==> config.mk <==
export PLATFORM = sky130hd
export DESIGN_NAME = rv32_if_stage
export DESIGN_NICKNAME = d
export VERILOG_FILES = /design/src/rtl/rv32_if_stage.sv
export SDC_FILE = /design/constraint.sdc
export NUM_CORES = 1
export LEC_CHECK = 0
export BUFFER_PORTS_ARGS = -buffer_cell sky130_fd_sc_hd__buf_2
export CORE_MARGIN = 2
export CORE_UTILIZATION = 56
export CTS_BUF_LIST = sky130_fd_sc_hd__clkbuf_4
export DETAILED_ROUTE_END_ITERATION = 7
export PLACE_DENSITY = 0.84
export SYNTH_ARGS = -nofsm -noshare
export SYNTH_HDL_FRONTEND = slang
export SYNTH_SLANG_ARGS = --single-unit
==> constraint.sdc <==
create_clock -name clk -period 2.56 [get_ports clk]
set_clock_uncertainty 0.1 [all_clocks]
set_input_delay 0.384 -clock clk [delete_from_list [all_inputs] [get_ports clk]]
set_output_delay 0.384 -clock clk [all_outputs]
set_load 0.02 [all_outputs]
==> src/rtl/rv32_if_stage.sv <==
// RV32 instruction-fetch stage: single-outstanding memory request, one-entry skid buffer
// for downstream stalls, and redirect handling that drains an in-flight response.
module rv32_if_stage #(
   parameter logic [31:0] RESET_PC = 32'h0000_0000,
   parameter logic [31:0] NOP_INSN = 32'h0000_0013
) (
   input  logic        clk,
   input  logic        rst_n,
   output logic        imem_req,
   output logic [31:0] imem_addr,
   input  logic        imem_rvalid,
   input  logic [31:0] imem_rdata,
   input  logic        stall_i,
   input  logic        redirect_i,
   input  logic [31:0] redirect_pc_i,
   output logic        ifid_valid,
   output logic [31:0] ifid_ir,
   output logic [31:0] ifid_pc,
   output logic [31:0] ifid_pc4
);

   typedef enum logic [1:0] {StIdle, StFetch, StHold, StDrain} state_e;

   localparam logic [31:0] ResetPc4 = RESET_PC + 32'd4;

   state_e      state_q, state_d;
   logic [31:0] pc_q, pc_d;
   logic [31:0] addr_q, addr_d;
   logic [31:0] skid_q, skid_d;
   logic        ifid_valid_q, ifid_valid_d;
   logic [31:0] ifid_ir_q, ifid_ir_d;
   logic [31:0] ifid_pc_q, ifid_pc_d;
   logic [31:0] ifid_pc4_q, ifid_pc4_d;
   logic [31:0] redirect_tgt;
   logic [31:0] pc_plus4;

   // Targets are word aligned; the low two bits of the redirect are dropped.
   assign redirect_tgt = {redirect_pc_i[31:2], 2'b00};
   assign pc_plus4     = pc_q + 32'd4;

   logic unused_redirect_lsb;
   assign unused_redirect_lsb = ^redirect_pc_i[1:0];

   always_ff @(posedge clk) begin
      if (!rst_n) begin
         state_q      <= StIdle;
         pc_q         <= RESET_PC;
         addr_q       <= RESET_PC;
         skid_q       <= '0;
         ifid_valid_q <= 1'b0;
         ifid_ir_q    <= NOP_INSN;
         ifid_pc_q    <= RESET_PC;
         ifid_pc4_q   <= ResetPc4;
      end else begin
         state_q      <= state_d;
         pc_q         <= pc_d;
         addr_q       <= addr_d;
         skid_q       <= skid_d;
         ifid_valid_q <= ifid_valid_d;
         ifid_ir_q    <= ifid_ir_d;
         ifid_pc_q    <= ifid_pc_d;
         ifid_pc4_q   <= ifid_pc4_d;
      end
   end

   always_comb begin
      state_d      = state_q;
      pc_d         = pc_q;
      addr_d       = addr_q;
      skid_d       = skid_q;
      ifid_valid_d = ifid_valid_q;
      ifid_ir_d    = ifid_ir_q;
      ifid_pc_d    = ifid_pc_q;
      ifid_pc4_d   = ifid_pc4_q;

      unique case (state_q)
         StIdle: begin
            state_d = StFetch;
            if (redirect_i) begin
               pc_d         = redirect_tgt;
               ifid_valid_d = 1'b0;
               ifid_ir_d    = NOP_INSN;
            end
         end
         StFetch: begin
            if (redirect_i) begin
               pc_d         = redirect_tgt;
               ifid_valid_d = 1'b0;
               ifid_ir_d    = NOP_INSN;
               if (!imem_rvalid) begin
                  // Request still in flight: keep presenting it until it completes.
                  addr_d  = pc_q;
                  state_d = StDrain;
               end
            end else if (imem_rvalid) begin
               if (stall_i) begin
                  skid_d  = imem_rdata;
                  state_d = StHold;
               end else begin
                  ifid_valid_d = 1'b1;
                  ifid_ir_d    = imem_rdata;
                  ifid_pc_d    = pc_q;
                  ifid_pc4_d   = pc_plus4;
                  pc_d         = pc_plus4;
               end
            end else if (!stall_i) begin
               ifid_valid_d = 1'b0;
               ifid_ir_d    = NOP_INSN;
            end
         end
         StHold: begin
            if (redirect_i) begin
               pc_d         = redirect_tgt;
               skid_d       = '0;
               ifid_valid_d = 1'b0;
               ifid_ir_d    = NOP_INSN;
               state_d      = StFetch;
            end else if (!stall_i) begin
               ifid_valid_d = 1'b1;
               ifid_ir_d    = skid_q;
               ifid_pc_d    = pc_q;
               ifid_pc4_d   = pc_plus4;
               pc_d         = pc_plus4;
               state_d      = StFetch;
            end
         end
         StDrain: begin
            if (redirect_i) begin
               pc_d         = redirect_tgt;
               ifid_valid_d = 1'b0;
               ifid_ir_d    = NOP_INSN;
            end
            if (imem_rvalid) begin
               state_d = StFetch;
            end
         end
         default: state_d = StIdle;
      endcase
   end

   assign imem_req   = (state_q == StFetch) || (state_q == StDrain);
   assign imem_addr  = (state_q == StDrain) ? addr_q : pc_q;
   assign ifid_valid = ifid_valid_q;
   assign ifid_ir    = ifid_ir_q;
   assign ifid_pc    = ifid_pc_q;
   assign ifid_pc4   = ifid_pc4_q;

endmodule

==> impl_metrics.ini <==
[status]
status = finished clean

[critical_path]
cp-startpoint = state_q[1]
r2r-start = pc_q[3]
cp.arrival_ns = 1.89
crit_fanout = 25
critical_path_class = flip-flop to primary output
required_ns = 2.08
cp-end-kind = primary output
start_kind = flip-flop

[min_path]
min_from = redirect_pc_i[11]
hold_class = input pin to flip-flop

[global_routing]
use_met1 = 0.3756
grt_pass1_vias = 8093
grt_use_met2 = 0.5096
track_usage = 0.3023
grtUsageMet3 = 0.08222
grt_busiest_layer = met2
grt_pass1_wl_microns = 39910
grt-ovfl-total = 0
antenna_found_initial = 0
grt_max_degree = 65

[die]
start_util = 0.5706
rows = 45
num_io_pins = 199
design.die.area_sq_mm = 0.01638
die_h_microns = 128.0
coreArea_sq_mm = 0.01509
fp.dieW_microns = 128.0

[clock_tree]
cts_root_buf = clkbuf_4
clkSinkCount = 187
htreeDepth = 4
clkTransAtPathRegs_ns = 0.15
insertion_delay_ns = 0.58
cts_tree = built
cts_max_path_buffers = 2
cts_buffers = 17

[layout]
diodes = 0
nets = 1325
final_cell_mix = nand2_1, buf_2, dfxtp_1, a21oi_1, nor2_1
area_growth_pct = 22.74
fin_cells = 1453
final_core_util = 0.7003
final_common_cell = nand2_1
final_layout_size_suffix_gt1_frac = 0.2522

[timing]
min_period_ns = 2.377
slew_headroom = 0.5226
hold_viol = 0
holdWs_ns = 0.03568
max_freq_ghz = 0.4207
slew_violations = 0
setup_viol = 0
setup_ws_ns = 0.1831
tightest_slew_ns = 0.7096
tns_ns = 0
fin_crit_sh = 0.9285
grt_setup_unrepaired = false

[routing]
num_vias = 8519
firstDrtPassIters = 5
postRouteWirelength_microns = 24760
drt-initial-drc-count = 769
wire_per_inst_microns = 17.04
antenna_left = 0
viasPerCell = 5.863
drc = 0

[logic_synthesis]
synth-seq-cells = 187
ys_warn_count = 0
async_flop_share = 0
postSynthCellCount = 1052
syn_area_sq_mm = 0.008610
ys.flop_type = dfxtp_1
yosysUniqueCellTypes = 59
synth_top_cell_by_area = dfxtp_1
synth_seq_area_share = 0.4348
synth_edf_count = 0
avgSynthCellArea_sq_um = 8.184
synth_area_leaders = dfxtp_1, nand2_1, a21oi_1
synth_top_area_frac = 0.4348

[power]
p_per_area_mw_per_mm2 = 635.7
power.leakage_uw = 0.004555
vdd.ir_drop.worst_mv = 0.4732

[placed_design]
gp_congestion = 0.9145
preCtsSetupSlack_ns = 0.2560
io_buffers = 190
dpl.cell_count = 1373
dp_hpwl_microns = 16180

[run]
drv_cap = 0
## cells in the mapped netlist, types with 2 or more instances
| master | n |
|---|---|
| a21oi_1 | 102 |
| buf_2 | 16 |
| a32oi_1 | 2 |
| or4_1 | 7 |
| o31ai_1 | 3 |
| o211ai_1 | 10 |
| a22oi_1 | 6 |
| a31oi_1 | 6 |
| a221oi_1 | 29 |
| nor4_4 | 4 |
| xor2_1 | 13 |
| nand2_1 | 227 |
| nand2b_1 | 2 |
| o21ai_0 | 52 |
| or2_2 | 2 |
| a22o_1 | 4 |
| ha_1 | 4 |
| and4_1 | 3 |
| xnor2_1 | 17 |
| nor2b_1 | 3 |
| nand4_4 | 3 |
| and3_1 | 3 |
| a211oi_1 | 8 |
| nor3_1 | 38 |
| o311ai_0 | 2 |
| mux2_2 | 25 |
| o31a_1 | 2 |
| a32o_1 | 2 |
| buf_1 | 3 |
| mux2i_1 | 37 |
| dfxtp_1 | 187 |
| clkbuf_1 | 72 |
| inv_1 | 11 |
| nand3_1 | 18 |
| nor2_1 | 70 |
| buf_4 | 16 |
| and2_1 | 5 |
| o21a_1 | 2 |
| or3_1 | 2 |
| nor4_1 | 3 |
| nand4_1 | 9 |
| o22ai_1 | 5 |
## worst max-delay path, cell delays in order (launching register included)
cell	delay, ns
dfxtp_2	0.41
ha_4	0.17
buf_12	0.18
mux2_2	0.38
buf_2	0.17
## cells by family after synthesis
logic type / count (synthesis) / synth area share
other cells: 1 / 0.0004356
buf+inv: 120 / 0.06264
mux: 62 / 0.07572
simple gates: 407 / 0.2193
xor+xnor: 30 / 0.03052
compound gates: 241 / 0.1708
flops: 187 / 0.4348
fa+ha+maj: 4 / 0.005813
## metal layers
| metal | share of wire | up-vias |
|---|---|---|
| li1 | - | 4037 |
| met1 | 0.41 | 4053 |
| met2 | 0.49 | 374 |
| met3 | 0.083 | 55 |
| met4 | 0.023 | 0 |
| met5 | 0 | - |
## where the power goes
group          leakage, uW  internal [uW]  switching (uW)
clock             0.000180            891            1040
sequential         0.00152           3100             151
combinational      0.00285            583             947
total              0.00455           4580            2140
## sequential cells by signal, summed over array words and instances, names as in the netlist
| signal | flops |
|---|---|
| ifid_pc4 | 30 |
| ifid_pc | 30 |
| state_q | 2 |
| skid_q | 32 |
| pc_q | 30 |
| ifid_ir | 32 |
| addr_q | 30 |
| ifid_valid | 1 |
## timing repair
item / CTS / global route
setup endpoints to repair: 20 / 2
hold endpoints to repair: 62 / 1
buffers inserted: 2 / 0
gates resized for setup: 1 / 2
pin swaps: 1 / 0
hold buffers: 45 / 1
## metrics by stage
stage	area [sq um]	power, uW
5_1_grt	10570	7013
4_1_cts	10560	6702
2_1_floorplan	8628	4279
3_5_place_dp	9726	4748
6_report	10570	6717
3_3_place_gp	9726	4712
## area by class of cell
type | count | area [sq um]
Fill cell | 1223 | 4522
Multi-Input combinational cell | 750 | 4384
Sequential cell | 187 | 3746
Timing Repair Buffer | 285 | 1804
Tap cell | 188 | 235.2
Clock inverter | 14 | 219.0
Clock buffer | 18 | 135.1
Inverter | 11 | 43.79
## final timing paths
check	to	slack [ns]	cells after the start
max	imem_addr[3]	0.18	4
min	pc_q[11]	0.04	3
max reg2reg	pc_q[28]	0.20	6
min reg2reg	ifid_pc[11]	0.36	2
No activity file was read; power rests on OpenSTA's default activity.
